===== src/rtl/fb_pkg.sv =====
// Shared definitions for the framebuffer pixel writer.
//   FB_W_DEF / FB_H_DEF : default framebuffer dimensions
//   ADDR_W              : word address width (covers 160*120 pixels)
//   RGB565_W            : stored pixel width
//   px_entry_t          : one queued write {addr, data}, 31 bits
//   wr_state_t          : writer FSM states
//   rgb888_to_rgb565    : truncating colour conversion
package fb_pkg;
  localparam int FB_W_DEF = 160;
  localparam int FB_H_DEF = 120;
  localparam int ADDR_W   = 15;
  localparam int RGB565_W = 16;
  localparam int ENTRY_W  = ADDR_W + RGB565_W;

  typedef struct packed {
    logic [ADDR_W-1:0]   addr;
    logic [RGB565_W-1:0] data;
  } px_entry_t;

  typedef enum logic {IDLE = 1'b0, ISSUE = 1'b1} wr_state_t;

  function automatic logic [RGB565_W-1:0] rgb888_to_rgb565(input logic [23:0] c);
    return {c[23:19], c[15:10], c[7:3]};
  endfunction
endpackage


===== src/rtl/pixel_fifo.sv =====
// Pixel write FIFO, synchronous push/pop, DEPTH a power of two (>= 2).
//   push/wdata : enqueue (ignored when full unless a pop happens at the same edge)
//   pop/rdata  : dequeue; rdata shows the head combinationally
//   full/empty : occupancy flags; count : current occupancy
module pixel_fifo import fb_pkg::*; #(
  parameter int DEPTH = 8,
  localparam int AW   = $clog2(DEPTH)
) (
  input  logic      clk,
  input  logic      rst,
  input  logic      push,
  input  px_entry_t wdata,
  input  logic      pop,
  output px_entry_t rdata,
  output logic      full,
  output logic      empty,
  output logic [AW:0] count
);
  localparam logic [AW:0] ONE = (AW+1)'(1);

  px_entry_t   mem [DEPTH];
  logic [AW:0] wr_ptr, rd_ptr;
  logic        do_push, do_pop;

  // Extra pointer bit distinguishes full from empty.
  assign count   = wr_ptr - rd_ptr;
  assign full    = (count == (AW+1)'(DEPTH));
  assign empty   = (count == '0);
  assign do_pop  = pop && !empty;
  // When full, the pop frees the slot the push writes into; the head is read
  // before the edge, so the overwrite is safe.
  assign do_push = push && (!full || do_pop);
  assign rdata   = mem[rd_ptr[AW-1:0]];

  always_ff @(posedge clk or posedge rst) begin
    if (rst) begin
      wr_ptr <= '0;
      rd_ptr <= '0;
    end else begin
      if (do_push) wr_ptr <= wr_ptr + ONE;
      if (do_pop)  rd_ptr <= rd_ptr + ONE;
    end
  end

  always_ff @(posedge clk) begin
    if (do_push) mem[wr_ptr[AW-1:0]] <= wdata;
  end
endmodule


===== src/rtl/framebuffer_pixel_writer.sv =====
// Framebuffer pixel writer: clips rasterizer pixels, converts RGB888 to
// RGB565, queues them and issues one memory write per pixel.
//   px/py/pixel_color/pixel_valid : incoming pixel (no backpressure)
//   done                          : end-of-shape pulse
//   mem_req/mem_addr/mem_wdata    : write request, held until mem_ack
//   frame_done                    : one-cycle pulse once a shape is fully written
//   busy                          : FIFO non-empty or request outstanding
//   overflow                      : sticky, a pixel was dropped on a full FIFO
//   clip_count                    : saturating count of out-of-range pixels
module framebuffer_pixel_writer import fb_pkg::*; #(
  parameter int FB_W       = FB_W_DEF,
  parameter int FB_H       = FB_H_DEF,
  parameter int FIFO_DEPTH = 8
) (
  input  logic                clk,
  input  logic                rst,
  input  logic [7:0]          px,
  input  logic [7:0]          py,
  input  logic [23:0]         pixel_color,
  input  logic                pixel_valid,
  input  logic                done,
  output logic                mem_req,
  output logic [ADDR_W-1:0]   mem_addr,
  output logic [RGB565_W-1:0] mem_wdata,
  input  logic                mem_ack,
  output logic                frame_done,
  output logic                busy,
  output logic                overflow,
  output logic [7:0]          clip_count
);
  localparam int CW = $clog2(FIFO_DEPTH) + 1;

  wr_state_t       state, state_nxt;
  px_entry_t       fifo_din, fifo_dout;
  logic            fifo_full, fifo_empty, fifo_push, fifo_pop;
  logic [CW-1:0]   fifo_cnt, cnt_nxt;
  logic            clip, in_px, ovf_set;
  logic            done_pending, dp_nxt, fd_fire;

  assign clip    = pixel_valid && ((int'(px) >= FB_W) || (int'(py) >= FB_H));
  assign in_px   = pixel_valid && !clip;
  assign fifo_push = in_px && (!fifo_full || fifo_pop);
  assign ovf_set = in_px && fifo_full && !fifo_pop;

  // FB_W is a constant, so this reduces to shifts and adds.
  assign fifo_din.addr = ADDR_W'(py) * ADDR_W'(FB_W) + ADDR_W'(px);
  assign fifo_din.data = rgb888_to_rgb565(pixel_color);

  pixel_fifo #(.DEPTH(FIFO_DEPTH)) u_fifo (
    .clk   (clk),
    .rst   (rst),
    .push  (fifo_push),
    .wdata (fifo_din),
    .pop   (fifo_pop),
    .rdata (fifo_dout),
    .full  (fifo_full),
    .empty (fifo_empty),
    .count (fifo_cnt)
  );

  always_comb begin
    state_nxt = state;
    fifo_pop  = 1'b0;
    unique case (state)
      IDLE: begin
        if (!fifo_empty) begin
          fifo_pop  = 1'b1;
          state_nxt = ISSUE;
        end
      end
      ISSUE: begin
        if (mem_ack) begin
          if (!fifo_empty) fifo_pop  = 1'b1;
          else             state_nxt = IDLE;
        end
      end
      default: state_nxt = IDLE;
    endcase
  end

  // frame_done looks at the post-edge occupancy and state so a pixel pushed
  // alongside done, or a final ack at this edge, is accounted for.
  assign cnt_nxt = fifo_cnt + CW'(fifo_push) - CW'(fifo_pop);
  assign dp_nxt  = done_pending || done;
  assign fd_fire = dp_nxt && (cnt_nxt == '0) && (state_nxt == IDLE);

  always_ff @(posedge clk or posedge rst) begin
    if (rst) begin
      state        <= IDLE;
      mem_addr     <= '0;
      mem_wdata    <= '0;
      done_pending <= 1'b0;
      frame_done   <= 1'b0;
      overflow     <= 1'b0;
      clip_count   <= '0;
    end else begin
      state <= state_nxt;
      if (fifo_pop) begin
        mem_addr  <= fifo_dout.addr;
        mem_wdata <= fifo_dout.data;
      end
      frame_done   <= fd_fire;
      done_pending <= dp_nxt && !fd_fire;
      if (ovf_set) overflow <= 1'b1;
      if (clip && clip_count != 8'hFF) clip_count <= clip_count + 8'd1;
    end
  end

  assign mem_req = (state == ISSUE);
  assign busy    = !fifo_empty || mem_req;
endmodule


===== config.mk =====
export PLATFORM = sky130hd
export DESIGN_NAME = framebuffer_pixel_writer
export DESIGN_NICKNAME = d
export VERILOG_FILES = /design/src/rtl/fb_pkg.sv /design/src/rtl/pixel_fifo.sv /design/src/rtl/framebuffer_pixel_writer.sv
export SDC_FILE = /design/constraint.sdc
export NUM_CORES = 1
export LEC_CHECK = 0
export ABC_AREA = 0
export BUFFER_PORTS_ARGS = -buffer_cell sky130_fd_sc_hd__buf_2
export CORE_UTILIZATION = 30
export CTS_CLUSTER_DIAMETER = 40
export DETAILED_ROUTE_END_ITERATION = 6
export GPL_ROUTABILITY_DRIVEN = 0
export PLACE_DENSITY = 0.53
export SYNTH_ARGS = -nofsm -noshare
export SYNTH_HDL_FRONTEND = slang
export SYNTH_SLANG_ARGS = --single-unit
export TNS_END_PERCENT = 10

===== constraint.sdc =====
create_clock -name clk -period 16.2 [get_ports clk]
set_input_delay 0.81 -clock clk [delete_from_list [all_inputs] [get_ports clk]]
set_output_delay 0.81 -clock clk [all_outputs]
set_load 0.05 [all_outputs]

Word level (Yosys, flattened, before mapping)
Memories as Yosys holds them, arrays and structs flattened. A register that Yosys moved wholly into a read port is not among the register bits. Index checks and enable logic that the tools add are counted.

Flip-flop bits (word level): 20. Latch bits: 0. Memory bits (writable): 248. Memory bits (read-only): 0. Input bits: 45. Output and inout port bits: 43. Logic and storage cells: 52. Memories: 1.

Memory list: u_fifo.mem (words 8, width 31, rd ports 1, clocked after Yosys merged registers in 1, wr ports 1, RTL line pixel_fifo.sv:21) `px_entry_t mem [DEPTH];`.

Add/subtract/negate cells: 7. Multipliers: 1. Div/mod/pow operators: 0. Order comparisons: 2. Equality and inequality tests: 2. Shifts and indexed selects: 0. Muxes and demuxes: 7. Bitwise gates (word level): 2. Reduce and logical (&&, ||, !) cells: 23.

Operators by type and width (count): adder 15 x 8 -> 15 bit (1); logical AND 1 bit (11); multiplier 8 x 3 -> 10 bit (second input constant) (1); adder 4 x 1 -> 4 bit (second input constant) (2); adder 8 x 1 -> 8 bit (second input constant) (1); >= comparator 8 x 7 -> 1 bit (second input constant) (1); >= comparator 8 bit (second input constant) (1); zero test 4 bit (2); inequality test 8 bit (second input constant) (1); zero test 1 bit (5); logical OR 1 bit (5); two-way mux 1 bit (5); adder 4 x 1 -> 4 bit (1); == test 4 bit (second input constant) (1); case mux 1 bit (2 select lines) (2); subtractor 4 x 1 -> 4 bit (1); subtractor 4 bit (1); NOT 1 bit (2).

Logic depth before layout (Yosys ltp)
Gate-level depths: netlist of the first run.

Word-level depth: 14. Gate-level depth with buffers: 22.

By module
A second synthesis of the first run with hierarchy kept.

Cell total of the unflattened synthesis: 690. Area, all modules: 12255.5 um^2.

Modules (own cells, without submodules): pixel_fifo (times used 1, cells each 486, area an instance 9858.2 um^2, sequential area each 7647.3 um^2); framebuffer_pixel_writer (times used 1, cells each 204, area an instance 2397.3 um^2, sequential area each 1076.0 um^2).

Least setup slack after synthesis of the first run
Ideal clock, no wire load.

Path kind: register to register. From: register u_fifo.rd_ptr[1]. To: memory u_fifo.mem[2][0] (netlist bit), enable pin. Arrival time: 4939 ps. Data required time: 15736 ps. Path slack: 10797 ps. Cell stages (with the launch flop): 15. Cell sequence: dfrtp_1 buf_2 buf_1 inv_1 ha_1 a21o_1 a21o_1 xnor2_1 inv_1 ha_1 o211ai_1 nor2b_1 buf_2 nand2b_1 nor3b_1.

Longest elaborated chain between the ends: 10. Elaborated cells on any way between the ends: 15. Those cells by class: add/sub: 1; eq/ne: 1; mux: 5; reduce/logical: 8.

RTL lines: from (decl) (RTL line pixel_fifo.sv:22) `logic [AW:0] wr_ptr, rd_ptr;`; from (signal assigned) (RTL line pixel_fifo.sv:41) `if (do_pop) rd_ptr <= rd_ptr + ONE;`; subtractor 4 bit * (RTL line pixel_fifo.sv:26) `assign count = wr_ptr - rd_ptr;`; zero test 4 bit (RTL line pixel_fifo.sv:28) `assign empty = (count == '0);`; two-way mux 1 bit (RTL line framebuffer_pixel_writer.sv:66, framebuffer_pixel_writer.sv:73); two-way mux 1 bit (RTL line framebuffer_pixel_writer.sv:72) `if (mem_ack) begin`; case mux 1 bit (2 select lines) (RTL line framebuffer_pixel_writer.sv:64) `unique case (state)`; logical OR 1 bit or logical AND 1 bit (tied branches) (RTL line framebuffer_pixel_writer.sv:42, pixel_fifo.sv:29); logical AND 1 bit or logical OR 1 bit (tied branches) (RTL line framebuffer_pixel_writer.sv:42, pixel_fifo.sv:32); logical AND 1 bit * (RTL line pixel_fifo.sv:32) `assign do_push = push && (!full || do_pop);`; two-way mux 1 bit * (RTL line pixel_fifo.sv:46) `if (do_push) mem[wr_ptr[AW-1:0]] <= wdata;`; two-way mux 1 bit (implied by the code) * (RTL line pixel_fifo.sv:46); to (decl) (RTL line pixel_fifo.sv:21).

Every way passes the cells marked *; elsewhere a longest branch is shown, timed or not.

Worst setup path after layout of the first run
From: register u_fifo.rd_ptr[0]. To: register done_pending.

Longest elaborated chain between the ends: 14. Elaborated cells on any way between the ends: 19. Those cells by class: add/sub: 3; eq/ne: 1; mux: 5; bitwise: 1; reduce/logical: 9.

RTL lines: subtractor 4 bit * (RTL line pixel_fifo.sv:26); zero test 4 bit (RTL line pixel_fifo.sv:28); two-way mux 1 bit (RTL line framebuffer_pixel_writer.sv:66, framebuffer_pixel_writer.sv:73); two-way mux 1 bit (RTL line framebuffer_pixel_writer.sv:72); case mux 1 bit (2 select lines) (RTL line framebuffer_pixel_writer.sv:64); logical OR 1 bit (RTL line framebuffer_pixel_writer.sv:42) `assign fifo_push = in_px && (!fifo_full || fifo_pop);`; logical AND 1 bit (RTL line framebuffer_pixel_writer.sv:42); adder 4 x 1 -> 4 bit (RTL line framebuffer_pixel_writer.sv:83) `assign cnt_nxt = fifo_cnt + CW'(fifo_push) - CW'(fifo_pop);`; subtractor 4 x 1 -> 4 bit (RTL line framebuffer_pixel_writer.sv:83); zero test 4 bit (RTL line framebuffer_pixel_writer.sv:85) `assign fd_fire = dp_nxt && (cnt_nxt == '0) && (state_nxt == IDLE);`; logical AND 1 bit (RTL line framebuffer_pixel_writer.sv:85); logical AND 1 bit * (RTL line framebuffer_pixel_writer.sv:85); net fd_fire (RTL line framebuffer_pixel_writer.sv:38) `logic done_pending, dp_nxt, fd_fire;`; zero test 1 bit * (RTL line framebuffer_pixel_writer.sv:103) `done_pending <= dp_nxt && !fd_fire;`; logical AND 1 bit * (RTL line framebuffer_pixel_writer.sv:103); to (signal assigned) (RTL line framebuffer_pixel_writer.sv:103); to (decl) (RTL line framebuffer_pixel_writer.sv:38).

Mark *: on every way through the listed nets, which the timed path passes. The rest lies on a longest branch. A chain may end at the register's enable or synchronous reset.

==> flow_summary.ini, run 1 <==
[timing]
max_slew_margin = 0.3414
post-route-period-util = 0.3159
finalSetupViolCount = 0
tightest_slew_ns = 0.9879
holdWs_ns = 0.4708
hold_violations = 0
fin_skew_ns = 0.01329
fmax_mhz = 195.4
rsz0062_at_grt = no
finalCriticalPeriod_ns = 5.118
slew_violations = 0
fin_tns_setup_ns = 0

[power_and_ir_drop]
combPwrFrac = 0.314
pwr-share-seq = 0.363
p_sw_uw = 963.0
clkPwrFrac = 0.323
power.share.switching = 0.3429
powerDensity_mw_per_mm2 = 192.1
total_power_mw = 2.808
cellInternalPower_mw = 1.845
ir_drop_mv = 0.09709
p_leak_nw = 5.212

[worst_hold_path]
min_path_type = flop to flop
hp-start = mem_wdata[5]$_DFFE_PP0N_
holdPathEnd = mem_wdata[5]$_DFFE_PP0N_
min_path_cells = 2

[die]
coreArea_mm2 = 0.03973
chipHeight_um = 202.8
fp.dieW_um = 202.8
core.rowCount = 73
ioPinCount = 88
die_area_mm2 = 0.04112
start_util = 0.3044

[logic_synthesis]
synth_edf_count = 248
synth_area_per_cell_um2 = 18.81
synth_top_cell_area_share = 0.6158
synth_common_cells = edfxtp_1, mux4_2, dfrtp_1, nand2_1, o21ai_0
synth_ff_type = edfxtp_1
synth_area_leaders = edfxtp_1, mux4_2, dfrtp_1
synth_area_mm2 = 0.01209
post_synth_num_cell_types = 46
async_flop_share = 0.1706
ys_warn_count = 0
ys_seq_area_frac = 0.7214
syn-num-nets = 719
synth-seq-cells = 299
yosysMostFrequentCell = edfxtp_1
syn_inst = 643
yosysTopAreaCell = edfxtp_1

[clock_tree]
postCtsHoldBufs = 0
cts_buffers = 43
postCtsResizedCells = 0
postCtsSetupRepairBufs = 0
clock_sinks = 299
clk_pin_slew_worst_paths_ns = 0.05
cts_root_buf = clkbuf_16
cts_buffer_depth = 3
cts_tree = yes
clk_latency_ns = 0.54
htree_levels = 2

[route]
dr_wl_met3_um = 1155
wl_per_cell_um = 18.51
top_layer = met4
route.detailed.drc = 0
via_per_inst = 4.527
vias = 5958
drtIter0Drc = 286
drtPass1Iterations = 4
routed_wl_um = 24370
dr_wl_met2_um = 11770
met1_length_um = 10870
ant_nets = 0

[worst_setup_path]
critPathKind = flop to flop
crit_path_max_fanout = 64
rrSetupSlack_ns = 11.08
critPathCaptureType = flop
rr_endpoint = done_pending$_DFF_PP0_
r2r_cells = 18
critical_path_required_ns = 16.61
cp-start-kind = flop
rr_startpoint = u_fifo.rd_ptr[0]$_DFFE_PP0P_
critical_path_arrival_ns = 5.53

[grt]
grt_pass1_vias = 6311
grt_remaining_overflow = 0
grt_usage = 0.1221
grt_pass1_wl_um = 37670
antenna_found_initial = 0
grt_max_degree = 65

[placement]
portBuffers = 79
dp_cells = 1236
place_hpwl_um = 13730

[flow_run]
maxCapViolations = 0

[finish]
final_cells = 1316
drive_gt1_frac = 0.3135
nets = 832
diodes = 0
syn2layout_area_growth_pct = 20.88

[status]
status = complete, no violations
## logic make-up after synthesis
| family | Yosys count | share of synthesized area |
|---|---|---|
| flops | 299 | 0.7214 |
| mux | 96 | 0.1438 |
| simple gates | 90 | 0.03756 |
| compound gates | 52 | 0.02618 |
| buf+inv | 46 | 0.01552 |
| fa+ha+maj | 31 | 0.03456 |
| xor+xnor | 29 | 0.02100 |
## state kept, by name, summed over array words and instances (netlist names), 4 cells and up
register and cells:
mem_wdata 16, u_fifo.mem 248, clip_count 8, u_fifo.wr_ptr 4
mem_addr 15, u_fifo.rd_ptr 4
## layout make-up
class                      count  area [um^2]
clock buffer                  51         1137
clock inverter                29        289.0
fill                        3710        25110
inverter                      19        71.32
multi-input combinational    298         3219
sequential                   299         8728
tap                          525        656.9
timing repair buffer          95        515.5
## critical path, stage by stage (launching register included)
cell	delay, ns
dfrtp_4	0.80
ha_1	0.25
inv_1	0.06
fa_1	0.37
xnor2_1	0.30
ha_1	0.21
and2_1	0.17
or2_2	0.12
buf_4	0.52
inv_1	0.21
ha_1	0.31
inv_1	0.06
ha_1	0.15
inv_1	0.05
fa_1	0.37
xnor2_1	0.13
or4b_2	0.61
nor3_1	0.21
nor2_1	0.07
## stage by stage
step / setup WS (ns) / area (um^2) / util
after global routing: 10.47 / 14620 / 0.3679
after global placement: 10.98 / 13190 / 0.3320
after detailed placement: 10.98 / 13190 / 0.3320
final: 11.08 / 14620 / 0.3679
after floorplan: 10.80 / 12090 / -
after CTS: 10.95 / 14620 / 0.3679
## routing by layer
metal | GRT usage | vias to the layer above
met5 | 0 | -
met4 | 0.03974 | 0
met3 | 0.02793 | 42
met2 | 0.2019 | 117
met1 | 0.1583 | 3028
li1 | - | 2771
## cells in the final DEF, fill, tap and decap left out, types with 4 or more instances in the layout
cell type	synthesis	layout
xor2_1	6	6
clkinv_4	0	5
clkbuf_16	0	44
nor3_2	0	4
clkbuf_1	14	6
buf_4	1	16
a21o_1	4	4
o21ai_0	35	35
dfrtp_1	51	49
nor2_1	8	7
inv_1	18	17
mux4_2	62	62
mux2i_1	32	32
nor2b_1	6	6
nand3_1	4	4
fa_1	4	4
xnor2_1	23	23
nand4_1	5	5
nand2_1	44	44
ha_1	27	27
buf_2	9	79
inv_6	0	8
edfxtp_1	248	248
## power groups by stage
stage | Sequential, mW | Clock [mW] | Combinational, mW
final | 1.02 | 0.907 | 0.881
after global routing | 1.04 | 0.962 | 0.975
after CTS | 1.02 | 0.933 | 0.909
after detailed placement | 1.04 | 0 | 0.906
after global placement | 1.04 | 0 | 0.901
after floorplan | 1.17 | 0 | 0.546
## worst max path at each step
| stage | from | to | slack (ns) | cells after the start |
|---|---|---|---|---|
| finish | u_fifo.rd_ptr[0]$_DFFE_PP0P_ | done_pending$_DFF_PP0_ | 11.08 | 18 |
| global route | u_fifo.rd_ptr[0]$_DFFE_PP0P_ | done_pending$_DFF_PP0_ | 10.47 | 18 |
| CTS | u_fifo.rd_ptr[0]$_DFFE_PP0P_ | done_pending$_DFF_PP0_ | 10.95 | 18 |
| detailed placement | u_fifo.rd_ptr[0]$_DFFE_PP0P_ | done_pending$_DFF_PP0_ | 10.98 | 18 |
| global placement | u_fifo.rd_ptr[0]$_DFFE_PP0P_ | done_pending$_DFF_PP0_ | 10.98 | 18 |
| floorplan | u_fifo.rd_ptr[1]$_DFFE_PP0P_ | u_fifo.mem[2][0]$_DFFE_PP_ | 10.80 | 14 |
Power figures use the tool's default switching activity.
==> inputs of run 2 (changes only) <==
- PLACE_DENSITY: 0.53 -> 0.55
- clock period: 16.2 -> 4.3 ns (I/O delays scaled with it)
==> flow_summary.ini, run 2 (same netlist as run 1, synthesis figures left out) <==
[timing]
finalCriticalPeriod_ns = 4.033
slew_violations = 0
fin_ws_ns = 0.2665
rsz0062_at_grt = no
max_slew_margin = 0.4711
holdWs_ns = 0.09507
finalSetupViolCount = 0
post-route-period-util = 0.9380
fmax_mhz = 247.9
tightest_slew_ns = 0.7877
hold_violations = 0
fin_skew_ns = 0.02819
fin_tns_setup_ns = 0

[grt]
grt_usage = 0.1253
grt_max_degree = 64
grt_remaining_overflow = 0
grt_pass1_wl_um = 38940
antenna_found_initial = 0
grt_pass1_vias = 6592

[clock_tree]
clock_sinks = 299
cts_buffer_depth = 3
postCtsSetupRepairBufs = 0
cts_root_buf = clkbuf_16
htree_levels = 2
cts_buffers = 40
clk_pin_slew_worst_paths_ns = 0.05
cts_tree = yes
clk_latency_ns = 0.54

[worst_setup_path]
cp_slowest_stage_delay_ns = 0.66
r2r_cells = 19
cp-start-kind = flop
critical_path_required_ns = 4.70
critPathKind = flop to flop
crit_chain = inv_1 -> ha_1 -> a21o_1 -> a21o_1 -> xnor2_2 -> inv_1 -> ha_1 -> and2_1 -> or2_2 -> inv_2 -> ha_1 -> inv_1 -> ha_1 -> inv_1 -> fa_1 -> xnor2_1 -> or4b_2 -> nor3_4 -> nor2_1
critPathSlowestCell = or4b_2
critical_path_arrival_ns = 4.44
rr_startpoint = u_fifo.rd_ptr[1]$_DFFE_PP0P_
rrSetupSlack_ns = 0.27
critPathCaptureType = flop
crit_path_max_fanout = 5
crit_end = done_pending$_DFF_PP0_
rr_endpoint = done_pending$_DFF_PP0_
worstSetupStartpoint = u_fifo.rd_ptr[1]$_DFFE_PP0P_

[power_and_ir_drop]
powerDensity_mw_per_mm2 = 713.3
p_leak_nw = 5.319
ir_drop_mv = 0.3372

[finish]
largest_reg_flops = 248
syn2layout_area_growth_pct = 22.86
final_util = 0.3739
diodes = 0
final_common_cell = edfxtp_1
layout_common_cells = edfxtp_1, buf_2, mux4_2
drive_gt1_frac = 0.3129
nets = 859
final_area_mm2 = 0.01486

[die]
coreArea_mm2 = 0.03973
core.rowCount = 73
ioPinCount = 88
chipHeight_um = 202.8
start_util = 0.3044
fp.dieW_um = 202.8
die_area_mm2 = 0.04112

[worst_hold_path]
min_path_type = primary input to flop

[placement]
portBuffers = 79
placed_cell_area_mm2 = 0.01328
place_hpwl_um = 14150
post-place-ws_ns = 0.1033

[route]
via_per_inst = 4.568
ant_nets = 0
routed_wl_um = 24900
route.detailed.drc = 0
vias = 6121
drtPass1Iterations = 4
drtIter0Drc = 277
wl_per_cell_um = 18.59

[status]
status = complete, no violations

[flow_run]
maxCapViolations = 0
run 2: cell count changes in the layout (fill, tap and decap cells not counted), sizes merged:
cell | previous run | this run
dlygate4sd3 | 0 | 23
buf | 95 | 102
clkbuf | 51 | 45
clkinvlp | 3 | 5
inv | 30 | 28
bufinv | 2 | 3
clkinv | 13 | 12
run 2: per-stage QoR:
step | total power, mW | cells
after floorplan | 6.480 | 643
after global placement | 7.378 | 1243
after detailed placement | 7.396 | 1243
after CTS | 10.70 | 1340
after global routing | 11.20 | 1340
final | 10.60 | 1340
run 2: worst min path at each step:
stage / startpoint / endpoint / depth (start not counted)
6_report: mem_ack / mem_req$_DFF_PP0_ / 3
5_1_grt: mem_ack / mem_req$_DFF_PP0_ / 3
4_1_cts: mem_ack / mem_req$_DFF_PP0_ / 3
3_5_place_dp: rst / clip_count[4]$_DFFE_PP0P_ / 2
3_3_place_gp: rst / clip_count[5]$_DFFE_PP0P_ / 2
2_1_floorplan: pixel_color[3] / u_fifo.mem[0][0]$_DFFE_PP_ / 0
run 2: worst max-delay path: cells and delay by family (launching register included):
family | cells | cell delay [ns]
xor+xnor | 2 | 0.30
simple gates | 5 | 1.32
compound gates | 2 | 0.35
fa+ha+maj | 5 | 1.18
flops | 1 | 0.39
buf+inv | 5 | 0.39
run 2: area by class of cell:
class	count	area [um^2]
fill	3714	24880
sequential	299	8728
multi-input combinational	298	3252
clock buffer	45	1041
timing repair buffer	125	823.3
tap	525	656.9
clock inverter	29	284.0
inverter	19	71.32
run 2: power breakdown:
group / internal, mW / total (mW) / switching (mW)
clock: 1.96 / 3.25 / 1.29
combinational: 1.39 / 3.60 / 2.21
sequential: 3.57 / 3.75 / 0.181
run 2: what timing repair did:
item / in CTS / in global routing
hold endpoints to repair: 195 / 0
setup endpoints to repair: 0 / 2
gates resized for setup: 0 / 4
hold buffers: 23 / 0
run 2: metal layers:
layer | vias to the layer above | routed length (um) | track usage
met2 | 122 | 11860 | 0.2013
met1 | 3136 | 11520 | 0.1694
met4 | 0 | 456 | 0.03706
met3 | 38 | 1066 | 0.02825
met5 | - | 0 | 0
li1 | 2825 | - | -
